<file path="src/rtl/hack_memory_map.sv">
// Hack data-memory decoder: turns the CPU data address and write strobe into
// one write enable per target (data RAM, IO0..IOF) and selects the read word.
// Purely combinational; reset only inhibits the write enables.
module hack_memory_map #(
  parameter logic [15:0] RAM_TOP    = 16'h0EFF,
  parameter logic [15:0] IO_LO_BASE = 16'h0800,
  parameter logic [15:0] IO_HI_BASE = 16'h1004
) (
  input  logic        clk,
  input  logic        reset,
  input  logic [15:0] address,
  input  logic        load,
  output logic [15:0] out,
  output logic        loadRAM,
  output logic        loadIO0,
  output logic        loadIO1,
  output logic        loadIO2,
  output logic        loadIO3,
  output logic        loadIO4,
  output logic        loadIO5,
  output logic        loadIO6,
  output logic        loadIO7,
  output logic        loadIO8,
  output logic        loadIO9,
  output logic        loadIOA,
  output logic        loadIOB,
  output logic        loadIOC,
  output logic        loadIOD,
  output logic        loadIOE,
  output logic        loadIOF,
  input  logic [15:0] inRAM,
  input  logic [15:0] inIO0,
  input  logic [15:0] inIO1,
  input  logic [15:0] inIO2,
  input  logic [15:0] inIO3,
  input  logic [15:0] inIO4,
  input  logic [15:0] inIO5,
  input  logic [15:0] inIO6,
  input  logic [15:0] inIO7,
  input  logic [15:0] inIO8,
  input  logic [15:0] inIO9,
  input  logic [15:0] inIOA,
  input  logic [15:0] inIOB,
  input  logic [15:0] inIOC,
  input  logic [15:0] inIOD,
  input  logic [15:0] inIOE,
  input  logic [15:0] inIOF
);

  // The decode path never looks at the clock; it only reaches a sink here.
  logic unusedClk_s;
  assign unusedClk_s = clk;

  logic        ioHit_s;
  logic [3:0]  ioIdx_s;
  logic [15:0] loLocal_s;
  logic [15:0] hiLocal_s;
  logic [15:0] inIoArr_s [16];
  logic [15:0] loadIoVec_s;
  logic        ramWin_s;

  assign loLocal_s = address - IO_LO_BASE;
  assign hiLocal_s = address - IO_HI_BASE;

  assign inIoArr_s[0]  = inIO0;
  assign inIoArr_s[1]  = inIO1;
  assign inIoArr_s[2]  = inIO2;
  assign inIoArr_s[3]  = inIO3;
  assign inIoArr_s[4]  = inIO4;
  assign inIoArr_s[5]  = inIO5;
  assign inIoArr_s[6]  = inIO6;
  assign inIoArr_s[7]  = inIO7;
  assign inIoArr_s[8]  = inIO8;
  assign inIoArr_s[9]  = inIO9;
  assign inIoArr_s[10] = inIOA;
  assign inIoArr_s[11] = inIOB;
  assign inIoArr_s[12] = inIOC;
  assign inIoArr_s[13] = inIOD;
  assign inIoArr_s[14] = inIOE;
  assign inIoArr_s[15] = inIOF;

  // Locate the IO slot (if any) addressed: low window holds IO0..IO3, high window IO4..IOF.
  always_comb begin
    ioHit_s = 1'b0;
    ioIdx_s = 4'd0;
    if ((address >= IO_LO_BASE) && (address <= (IO_LO_BASE + 16'd3))) begin
      ioHit_s = 1'b1;
      ioIdx_s = loLocal_s[3:0];
    end else if ((address >= IO_HI_BASE) && (address <= (IO_HI_BASE + 16'd11))) begin
      ioHit_s = 1'b1;
      ioIdx_s = hiLocal_s[3:0] + 4'd4;
    end else begin
      ioHit_s = 1'b0;
      ioIdx_s = 4'd0;
    end
  end

  // Read mux: an IO slot wins, everything else (including unmapped holes) reads RAM.
  always_comb begin
    if (ioHit_s) begin
      out = inIoArr_s[ioIdx_s];
    end else begin
      out = inRAM;
    end
  end

  // RAM write window is unsigned and overlaps IO0..IO3, so RAM shadows those writes.
  assign ramWin_s = (address <= RAM_TOP);

  // Write enables, all held low while reset is asserted.
  always_comb begin
    loadIoVec_s = 16'h0000;
    loadRAM     = 1'b0;
    if (!reset && load) begin
      loadRAM = ramWin_s;
      if (ioHit_s) begin
        loadIoVec_s[ioIdx_s] = 1'b1;
      end else begin
        loadIoVec_s = 16'h0000;
      end
    end else begin
      loadIoVec_s = 16'h0000;
      loadRAM     = 1'b0;
    end
  end

  assign loadIO0 = loadIoVec_s[0];
  assign loadIO1 = loadIoVec_s[1];
  assign loadIO2 = loadIoVec_s[2];
  assign loadIO3 = loadIoVec_s[3];
  assign loadIO4 = loadIoVec_s[4];
  assign loadIO5 = loadIoVec_s[5];
  assign loadIO6 = loadIoVec_s[6];
  assign loadIO7 = loadIoVec_s[7];
  assign loadIO8 = loadIoVec_s[8];
  assign loadIO9 = loadIoVec_s[9];
  assign loadIOA = loadIoVec_s[10];
  assign loadIOB = loadIoVec_s[11];
  assign loadIOC = loadIoVec_s[12];
  assign loadIOD = loadIoVec_s[13];
  assign loadIOE = loadIoVec_s[14];
  assign loadIOF = loadIoVec_s[15];

endmodule

</file>
<file path="config.mk">
export PLATFORM = sky130hd
export DESIGN_NAME = hack_memory_map
export DESIGN_NICKNAME = d
export VERILOG_FILES = /design/src/rtl/hack_memory_map.sv
export SDC_FILE = /design/constraint.sdc
export NUM_CORES = 1
export LEC_CHECK = 0
export ABC_AREA = 1
export CORE_AREA = 2 2 124 126
export DETAILED_ROUTE_END_ITERATION = 16
export DIE_AREA = 0 0 126 128
export GPL_TIMING_DRIVEN = 0
export SYNTH_ARGS = -nofsm -noshare
export SYNTH_HDL_FRONTEND = slang
export SYNTH_SLANG_ARGS = --single-unit
</file>
<file path="constraint.sdc">
create_clock -name vclk -period 2.1
set_input_delay 0.21 -clock vclk [all_inputs]
set_output_delay 0.21 -clock vclk [all_outputs]
set_load 0.02 [all_outputs]
</file>
# --- Word level (Yosys, flattened, before mapping) ---
# Index checks and enable logic that the tools add are counted.
word_totals:
  register_bits: 0
  in_bits: 291
  out_inout_bits: 33
  word_cells: 30
classes:
  addsub: 3
  order_cmp: 8
  n_mux: 13
  bitwise_logic: 1
  n_reduce_logical: 5
op_table:
  columns: ["cell", "n"]
  rows:
  - ["$mux W16", 5]
  - ["$bmux W16 S4", 1]
  - ["$le A16 B12 Y1 const B", 2]
  - ["$ge A16 B12 Y1 const B", 1]
  - ["$ge A16 B13 Y1 const B", 1]
  - ["$le A16 B13 Y1 const B", 1]
  - ["$mux W4", 2]
  - ["$ge A5 B5 Y1 const B", 1]
  - ["$lt A4 B5 Y1 const B", 1]
  - ["$not A4 Y5", 1]
  - ["$add A4 B3 Y4 const B", 1]
  - ["$demux W1 S4", 1]
  - ["$ge A4 B1 Y1 const B", 1]
  - ["$logic_and A1 B1 Y1", 4]
  - ["$mux W1", 4]
  - ["$sub A4 B1 Y4 const B", 1]
  - ["$sub A4 B3 Y4 const B", 1]
  - ["$logic_not A1 Y1", 1]

# --- Logic depth before layout (Yosys ltp) ---
# Gate-level depths: netlist (run 1).
depth:
  ltp_word: 10
  mapped_depth: 15
  ltp_nobuf: 14

# --- Least setup slack after synthesis (run 1) ---
# OpenSTA, ideal clock, no wires.
synth_path:
  path_kind: "input -> output"
  from: "in address[4]"
  to: "out out[12]"
  t_arrival_ns: 1.726
  t_required_ns: 1.890
  path_slack_ns: 0.164
  stages: 11
  n_path_buf: 0
  path_cell_list: "nor2_1 > nand2_1 > nor2_8 > nand2_4 > nor2_4 > inv_2 > nor2_1 > nand2_1 > nand2_1 > nor2_1 > nor2_1"
synth_between:
  elab_chain_len: 9
  word_cells_on_any_way: 15
  cone_classes: "order compare: 4; mux: 8; bitwise: 1; reduce/logical: 2"
synth_rtl:
  columns: ["element", "line_no", "text"]
  rows:
  - ["start, declared", "11", "input logic [15:0] address,"]
  - ["$ge A16 B13 Y1 or $le A16 B13 Y1 (tied branches)", "89", "end else if ((address >= IO_HI_BASE) && (address <= (IO_HI_BASE + 16'd11))) begin"]
  - ["$logic_and A1 B1 Y1", "89", null]
  - ["$mux W4", "89", null]
  - ["$mux W4", "86", "if ((address >= IO_LO_BASE) && (address <= (IO_LO_BASE + 16'd3))) begin"]
  - ["$not A4 Y5 (implied by the code)", "101", "out = inIoArr_s[ioIdx_s];"]
  - ["$bmux W16 S4", "101", null]
  - ["$mux W16 (implied by the code) (2 in series)", "101", null]
  - ["$mux W16 (*)", "100", "if (ioHit_s) begin"]
  - ["end, declared", "13", "output logic [15:0] out,"]
# Every way passes the cells marked *; elsewhere a longest branch is shown, timed or not. The select of a mux whose other input is x is not followed.

# --- Worst setup path in the final report (run 1) ---
layout_path:
  from: "in address[14]"
  to: "out out[13]"
# The elaborated chain is that of the path after synthesis.

==> impl_metrics.json, run 1 <==
{
  "status": "finished with violations",
  "violations": "negative setup slack",
  "worst_pin_slew_ns": 0.625,
  "yosysWarningCount": 0,
  "final-max-slew-violation-count": 0,
  "setup_ws_ns": -0.159,
  "cp_max_fo": 6,
  "wl_um": 24200,
  "coreArea_sq_mm": 0.0149,
  "setup-violations-final": 20,
  "nClkBuffers": 0,
  "dpl_cell_area_sq_mm": 0.00693,
  "vias_per_cell": 4.55,
  "ios": 324,
  "final_hold_viol_count": 0,
  "cpPeakStageDelay_ns": 0.25,
  "first_iter_violations": 362,
  "grt_pass1_wl_um": 34700,
  "placed_cells": 1336,
  "drtPass1Iterations": 5,
  "setup_tns_ns": -2.45,
  "syn_to_final_growth_pct": 145,
  "cpMaxStageDelayCell": "nor2_4",
  "drv_cap": 0,
  "startpoint_type": "input port",
  "critPathTopFamily": "simple AND/OR/NAND/NOR gates",
  "seq_area_frac_synth_pct": 0,
  "path_class": "in -> out",
  "peakVddDrop_mv": 0.0717,
  "antenna_found_initial": 1,
  "drc": 0,
  "synth_area_sq_mm": 0.00347,
  "post-route-min-period_ns": 2.26,
  "seq_cell_count": 0,
  "seqCellArea_sq_um": 0,
  "place_ws_ns": -1.41,
  "die_area_sq_mm": 0.0161,
  "worstPathArrival_ns": 2.05,
  "grt_pass1_vias": 5966,
  "timing.fmax_ghz": 0.443,
  "fillers": 1503,
  "ant_nets": 0,
  "gp_congestion": 0.907,
  "synthCells": 826,
  "synthesis.nets": 1117,
  "cp_cell_sequence": "buf_6, nor2_4, nand3_4, nor2_8, buf_6, nand2_8, nor2_4, clkinv_4, buf_6, nor2_4, nand2_1, nand2_1, nor2_2, nor2_1, buf_4",
  "wl_per_cell_um": 17.3,
  "grt_max_degree": 11,
  "io_buffers": 322,
  "syn_avg_cell_area_sq_um": 4.20,
  "netlist-cell-type-count": 28,
  "vias": 6379,
  "initial_utilization_pct": 23.3,
  "powerDensity_mw_per_mm2": 113,
  "stdcell_count": 1403,
  "worstSetupEndpointType": "primary output",
  "nets": 1507,
  "cp_data_required_time_ns": 1.89,
  "die_h_um": 128,
  "grt_usage_pct": 27.7,
  "cp_num_buf_inv": 5,
  "row_count": 45,
  "die_w_um": 126,
  "timing.slew.headroom_pct": 58.2,
  "dpl.hpwl_um": 17900,
  "rsz0062_at_grt": "true",
  "hold_class": "in -> out",
  "fin_crit_sh_pct": 108,
  "grt-ovfl-total": 0,
  "final_cell_area_sq_mm": 0.00850,
  "final_layout_size_suffix_gt1_share_pct": 22.7,
  "p_leak_uw": 0.00424
}
## layout make-up
cell class         count  area [sq um]  share of cell area, %
diodes                 1          2.50                 0.0294
plain buffers         29           373                   4.39
inverters            161           641                   7.53
multi-input cells    636          3240                   38.1
well taps            188           235                   2.77
repair buffers       388          4010                   47.1
## stage by stage
stage / util (%) / hold WS (ns) / total power (uW)
after floorplan: - / 0.602 / 222
after global placement: 46.6 / 1.48 / 849
after detailed placement: 46.6 / 1.48 / 852
after CTS: 54.6 / 0.936 / 910
after global routing: 57.2 / 0.826 / 1030
final: 57.2 / 0.805 / 962
## cell usage after synthesis
library cell,count,area [sq um]
nor2_1,294,1100
nand2_1,201,754
inv_1,154,578
nand3_1,93,465
buf_2,18,90.1
a21oi_1,12,60.1
nand4_1,8,50.1
buf_4,5,37.5
inv_2,5,18.8
o21ai_0,4,20.0
buf_6,3,33.8
nand2_2,3,18.8
nand4_4,3,63.8
nor4_1,3,18.8
clkbuf_1,2,7.51
clkinv_1,2,7.51
nand2_4,2,22.5
nor2_2,2,12.5
nor2_4,2,22.5
nor3_1,2,10.0
a211oi_1,1,7.51
a21oi_2,1,8.76
a41oi_1,1,8.76
buf_1,1,3.75
nand3_2,1,10.0
nor2_8,1,20.0
o211ai_1,1,7.51
o21ai_1,1,5.00
## layout by cell type (no fill, tap or decap), types with 3 or more instances in the layout
| master | n |
|---|---|
| nand4_1 | 8 |
| nor2_2 | 32 |
| buf_4 | 43 |
| buf_12 | 18 |
| buf_8 | 11 |
| inv_2 | 4 |
| clkdlybuf4s50_1 | 274 |
| nand2_2 | 16 |
| nand3_1 | 68 |
| clkbuf_2 | 12 |
| nor2_4 | 31 |
| nand4_4 | 3 |
| buf_2 | 4 |
| o21ai_0 | 4 |
| a21oi_1 | 11 |
| nand2_4 | 6 |
| nand3_2 | 24 |
| inv_1 | 150 |
| nor2_1 | 235 |
| nand2_1 | 182 |
| clkbuf_4 | 3 |
| buf_16 | 6 |
| buf_6 | 43 |
## report_power, final
group	total, uW	switching, uW	internal [uW]
logic	962	337	624
registers	0	0	0
clock network	0.0000637	0	0.0000636
## per-layer routing
layer | GRT usage [%] | up-vias | share of wire, %
met4 | 6.01 | 0 | 2.8
met2 | 48.8 | 265 | 48
met1 | 36.4 | 2847 | 42
li1 | - | 3229 | -
met5 | 0 | - | 0
met3 | 3.26 | 38 | 6.6
## final timing paths
path / depth (start not counted) / slack (ns) / end / from
max: 15 / -0.16 / out[13] / address[14]
min: 3 / 0.81 / loadRAM / address[9]
## kinds of logic after synthesis
family | synth area share, %
AND/OR/NAND/NOR | 74.2
AO/OA/AOI/OAI | 3.39
buffers and inverters | 22.4
## repair_timing
item,in CTS,in global routing
resized for setup,372,114
pin swaps,72,63
setup endpoints to repair,33,33
cloned,7,0
buffers inserted,44,16
hold buffers,0,0
(Power assumes the default switching activity.)
==> run 2: changes to the inputs <==
--- a/config.mk
+++ b/config.mk
@@ -6,10 +6,11 @@
 export NUM_CORES = 1
 export LEC_CHECK = 0
 export ABC_AREA = 1
-export CORE_AREA = 2 2 124 126
+export CORE_AREA = 5 5 122 124
 export DETAILED_ROUTE_END_ITERATION = 16
-export DIE_AREA = 0 0 126 128
+export DIE_AREA = 0 0 127 129
 export GPL_TIMING_DRIVEN = 0
+export PLACE_DENSITY = 0.72
 export SYNTH_ARGS = -nofsm -noshare
 export SYNTH_HDL_FRONTEND = slang
 export SYNTH_SLANG_ARGS = --single-unit
==> constraint.sdc (replaced) <==
create_clock -name vclk -period 2
set_input_delay 0.2 -clock vclk [all_inputs]
set_output_delay 0.2 -clock vclk [all_outputs]
set_load 0.02 [all_outputs]
==> impl_metrics.json, run 2 (synthesis results as in run 1) <==
{
  "antenna_found_initial": 0,
  "die_w_um": 127,
  "drc": 0,
  "wl_um": 24100,
  "die_h_um": 129,
  "min_from": "address[9]",
  "grt_max_degree": 11,
  "setup_tns_ns": -1.82,
  "syn_to_final_growth_pct": 137,
  "violations": "negative setup slack",
  "fin_crit_sh_pct": 108,
  "post-route-min-period_ns": 2.17,
  "io_buffers": 322,
  "vias_per_cell": 4.68,
  "rsz0062_at_grt": "true",
  "grt_usage_pct": 26.4,
  "coreArea_sq_mm": 0.0137,
  "cp_max_fo": 10,
  "grt-ovfl-total": 0,
  "power.switching_uw": 345,
  "worst_pin_slew_ns": 0.368,
  "ctsHoldBuffers": 0,
  "final-max-slew-violation-count": 0,
  "setup_ws_ns": -0.170,
  "final_hold_viol_count": 0,
  "power.internal_uw": 644,
  "startpoint_type": "input port",
  "nClkBuffers": 0,
  "power_frac_clock_pct": 0,
  "die_area_sq_mm": 0.0164,
  "nets": 1486,
  "power.share.sequential_pct": 0,
  "final_cell_area_sq_mm": 0.00822,
  "wl_per_cell_um": 17.6,
  "gp_congestion": 0.918,
  "hold_class": "in -> out",
  "timing.fmax_ghz": 0.461,
  "total_power_uw": 989,
  "drtPass1Iterations": 6,
  "setup-violations-final": 16,
  "drv_cap": 0,
  "hold_path_depth": 3,
  "cp_data_required_time_ns": 1.80,
  "p_leak_uw": 0.00416,
  "initial_utilization_pct": 25.4,
  "seqCellArea_sq_um": 0,
  "final_layout_size_suffix_gt1_share_pct": 20.9,
  "worstSetupEndpointType": "primary output",
  "powerDensity_mw_per_mm2": 120,
  "row_count": 43,
  "fillers": 1355,
  "timing.slew.headroom_pct": 75.3,
  "holdPathEnd": "loadRAM",
  "seq_cell_count": 0,
  "path_class": "in -> out",
  "grt_pass1_wl_um": 33900,
  "status": "finished with violations",
  "layout_commonest_cell": "clkdlybuf4s50_1",
  "combinationalPowerShare_pct": 100.0,
  "dpl.hpwl_um": 18100,
  "most-common-layout-cells": "clkdlybuf4s50_1 (274), nor2_1 (248), nand2_1 (172)",
  "ios": 324,
  "worstPathArrival_ns": 1.97,
  "vias": 6423,
  "peakVddDrop_mv": 0.0885,
  "grt_pass1_vias": 6162,
  "first_iter_violations": 365,
  "dpl_cell_area_sq_mm": 0.00692,
  "multi_input_area_sq_mm": 0.00320,
  "ant_nets": 0,
  "swShare_pct": 34.9,
  "post-route-util_pct": 60.2,
  "insertedDiodeCount": 0
}
[run 2: cell types whose count changed in the layout (fill, tap and decap cells not counted), sizes merged]
| cell | change |
|---|---|
| diode | -1 |
| clkdlybuf4s15 | -1 |
| clkbuf | -5 |
| buf | -15 |
[run 2: cell type report]
class,count,share of cell area (%)
multi-input cells,636,38.9
inverters,161,7.74
well taps,180,2.74
plain buffers,29,4.82
repair buffers,367,45.8
[run 2: timing repair]
item,CTS,global route
buffers inserted,30,5
gates resized for setup,345,136
pin swaps,42,55
hold endpoints to repair,0,0
setup endpoints to repair,33,33
cloned,5,5
[run 2: power groups by stage]
stage | Clock, uW | Sequential [uW] | Combinational [uW]
floorplan | 0 | 0 | 233
global placement | 0 | 0 | 889
detailed placement | 0 | 0 | 896
CTS | 0 | 0 | 941
global route | 0 | 0 | 1060
finish | 0 | 0 | 989
[run 2: worst max path at each step]
stage,end,slack [ns],startpoint
floorplan,out[12],0.08,address[4]
global placement,out[10],-1.43,address[11]
detailed placement,out[10],-1.43,address[11]
CTS,out[12],-0.15,address[14]
global route,out[10],-0.27,address[15]
finish,out[11],-0.17,address[15]
[run 2: metrics by stage]
stage	setup WS (ns)	hold slack (ns)	cells
floorplan	0.0836	0.582	826
global placement	-1.43	1.45	1328
detailed placement	-1.43	1.45	1328
CTS	-0.149	0.825	1363
global route	-0.274	0.802	1373
finish	-0.170	0.772	1373
[run 2: routing by layer]
metal / wire, um / track usage (%)
met1: 9770 / 34.5
met2: 11800 / 46.9
met3: 2080 / 3.57
met4: 494 / 4.79
met5: 0 / 0
[run 2: worst max-delay path, stage by stage]
cell and delay, ns:
buf_6 0.09, nor2_4 0.14, nand3_4 0.12, nor2_8 0.12
buf_12 0.13, o211ai_1 0.14, buf_6 0.20, buf_12 0.15
nand2_1 0.08, nand3_2 0.09, nand2_1 0.07, nand3_1 0.08
nor2_1 0.14, nor2_1 0.05, buf_4 0.15
==> run 3: changes to the inputs <==
--- a/config.mk
+++ b/config.mk
@@ -5,12 +5,11 @@
 export SDC_FILE = /design/constraint.sdc
 export NUM_CORES = 1
 export LEC_CHECK = 0
-export ABC_AREA = 1
 export CORE_AREA = 5 5 122 124
 export DETAILED_ROUTE_END_ITERATION = 16
 export DIE_AREA = 0 0 127 129
 export GPL_TIMING_DRIVEN = 0
-export PLACE_DENSITY = 0.72
+export PLACE_DENSITY = 0.71
 export SYNTH_ARGS = -nofsm -noshare
 export SYNTH_HDL_FRONTEND = slang
 export SYNTH_SLANG_ARGS = --single-unit
==> impl_metrics.json, run 3 <==
{
  "violations": "negative setup slack",
  "cp_data_required_time_ns": 1.80,
  "wl_per_cell_um": 25.7,
  "grt_pass1_vias": 5582,
  "dpl.hpwl_um": 18100,
  "cpPeakStageDelay_ns": 0.52,
  "setup_tns_ns": -1.46,
  "synth.area.mux_share_pct": 35.0,
  "die_w_um": 127,
  "powerDensity_mw_per_mm2": 179,
  "netlist_top_cells_count": "nor2_1 (33), mux2i_1 (31), mux2_2 (25)",
  "min_from": "address[3]",
  "p_leak_uw": 0.00277,
  "timing.fmax_ghz": 0.451,
  "yosysWarningCount": 0,
  "final-max-slew-violation-count": 0,
  "synthCells": 368,
  "initial_utilization_pct": 21.3,
  "drv_cap": 0,
  "hold_class": "in -> out",
  "startpoint_type": "input port",
  "cp_cell_sequence": "buf_6, nor4_4, buf_6, and3_4, nand3_4, a2111oi_4, o22ai_1, buf_4",
  "most-common-layout-cells": "clkdlybuf4s50_1 (270), buf_4 (55), buf_6 (31)",
  "final_cell_area_sq_mm": 0.00775,
  "first_iter_violations": 332,
  "cp_max_fo": 5,
  "yosysTopAreaCell": "mux4_2",
  "hold_path_depth": 5,
  "status": "finished with violations",
  "cp_num_buf_inv": 3,
  "setup_ws_ns": -0.216,
  "vias": 5118,
  "ctsHoldBuffers": 0,
  "vias_per_cell": 5.59,
  "path_class": "in -> out",
  "seq_area_frac_synth_pct": 0,
  "nClkBuffers": 0,
  "synthesis.nets": 659,
  "synthTopCellsByArea": "mux4_2 (15%), mux2i_1 (11%), mux2_2 (9.7%), nor2_1 (4.3%), a21oi_1 (3.6%)",
  "setup-violations-final": 16,
  "nets": 1028,
  "dpl_cell_area_sq_mm": 0.00637,
  "drtPass1Iterations": 5,
  "cpMostUsedCell": "buf_6",
  "synth-simple-area-share_pct": 25.6,
  "stdcell_count": 915,
  "synth_top_area_share_pct": 14.7,
  "critPathTopFamily": "compound AO/OA/AOI/OAI gates",
  "rsz0062_at_grt": "true",
  "worst_pin_slew_ns": 0.974,
  "wl_um": 23500,
  "placed_cells": 868,
  "antenna_found_initial": 0,
  "gp_congestion": 0.882,
  "io_buffers": 320,
  "ant_nets": 0,
  "seqCellArea_sq_um": 0,
  "synth_top_family_by_area": "multiplexers",
  "layout_commonest_cell": "clkdlybuf4s50_1",
  "synthXorXnorAreaFrac_pct": 0,
  "die_h_um": 129,
  "coreArea_sq_mm": 0.0137,
  "total_power_uw": 1390,
  "drc": 0,
  "fin_crit_sh_pct": 111,
  "peakVddDrop_mv": 0.0853,
  "syn_avg_cell_area_sq_um": 7.92,
  "row_count": 43,
  "synth_area_sq_mm": 0.00291,
  "cpMaxStageDelayCell": "a2111oi_4",
  "syn_to_final_growth_pct": 166,
  "seq_cell_count": 0,
  "timing.slew.headroom_pct": 35.1,
  "worstPathArrival_ns": 2.02,
  "worstSetupEndpointType": "primary output",
  "synthAdderAreaFrac_pct": 0,
  "grt_max_degree": 11,
  "die_area_sq_mm": 0.0164,
  "synth_most_common_cell": "nor2_1",
  "insertedDiodeCount": 0,
  "synth-compound-area-share_pct": 31.5,
  "grt-ovfl-total": 0,
  "grt_usage_pct": 26.5,
  "final_hold_viol_count": 0,
  "post-route-min-period_ns": 2.22,
  "holdPathEnd": "out[9]",
  "grt_pass1_wl_um": 33300,
  "final_layout_size_suffix_gt1_share_pct": 38.4,
  "netlist-cell-type-count": 62,
  "ios": 324
}
## run 3: worst max path at each step
stage	depth (start not counted)	slack (ns)	to	start
floorplan	8	0.03	out[3]	address[3]
global placement	7	-1.74	out[13]	address[12]
detailed placement	7	-1.80	out[13]	address[12]
CTS	8	-0.13	out[13]	address[7]
global route	8	-0.28	out[13]	address[7]
finish	8	-0.22	out[13]	address[7]
## run 3: per-layer routing
metal | up-vias | routed length, um | GRT usage [%]
met4 | 0 | 641 | 6.12
met1 | 2473 | 8770 | 31.6
li1 | 2268 | - | -
met3 | 45 | 2060 | 5.48
met2 | 332 | 12000 | 48.9
met5 | - | 0 | 0
## run 3: logic make-up (layout without fill, tap and decap cells)
group           after synthesis  in the layout
compound gates              124            124
simple gates                126            127
mux                          75             75
buf+inv                      43            409
## run 3: layout make-up
class,instances,area [sq um]
plain buffers,39,478
inverters,3,12.5
repair buffers,367,3550
well taps,180,225
fillers,1188,5920
multi-input cells,326,3480
## run 3: worst min-delay path: stages
cell	delay (ns)
buf_6	0.13
nor3_2	0.07
o21ai_2	0.06
o21ai_1	0.06
buf_4	0.15
## run 3: timing repair
action | 4_1_cts | 5_1_grt
cloned | 3 | 0
setup endpoints to repair | 33 | 32
pin swaps | 41 | 14
buffers inserted | 35 | 10
hold endpoints to repair | 0 | 0
resized for setup | 388 | 61
## run 3: power breakdown
part / total, uW / switching, uW / internal, uW / leakage [uW]
sequential: 0 / 0 / 0 / 0
clock: 0 / 0 / 0 / 0
combinational: 1390 / 538 / 853 / 0.00277
## run 3: per-stage QoR
stage | hold WS (ns) | utilization, % | worst slack, ns
final | 0.880 | 56.7 | -0.216
after global routing | 0.907 | 56.7 | -0.278
after CTS | 0.870 | 55.1 | -0.125
after detailed placement | 1.43 | 46.6 | -1.80
after global placement | 1.43 | 46.6 | -1.74
after floorplan | 0.490 | - | 0.0285
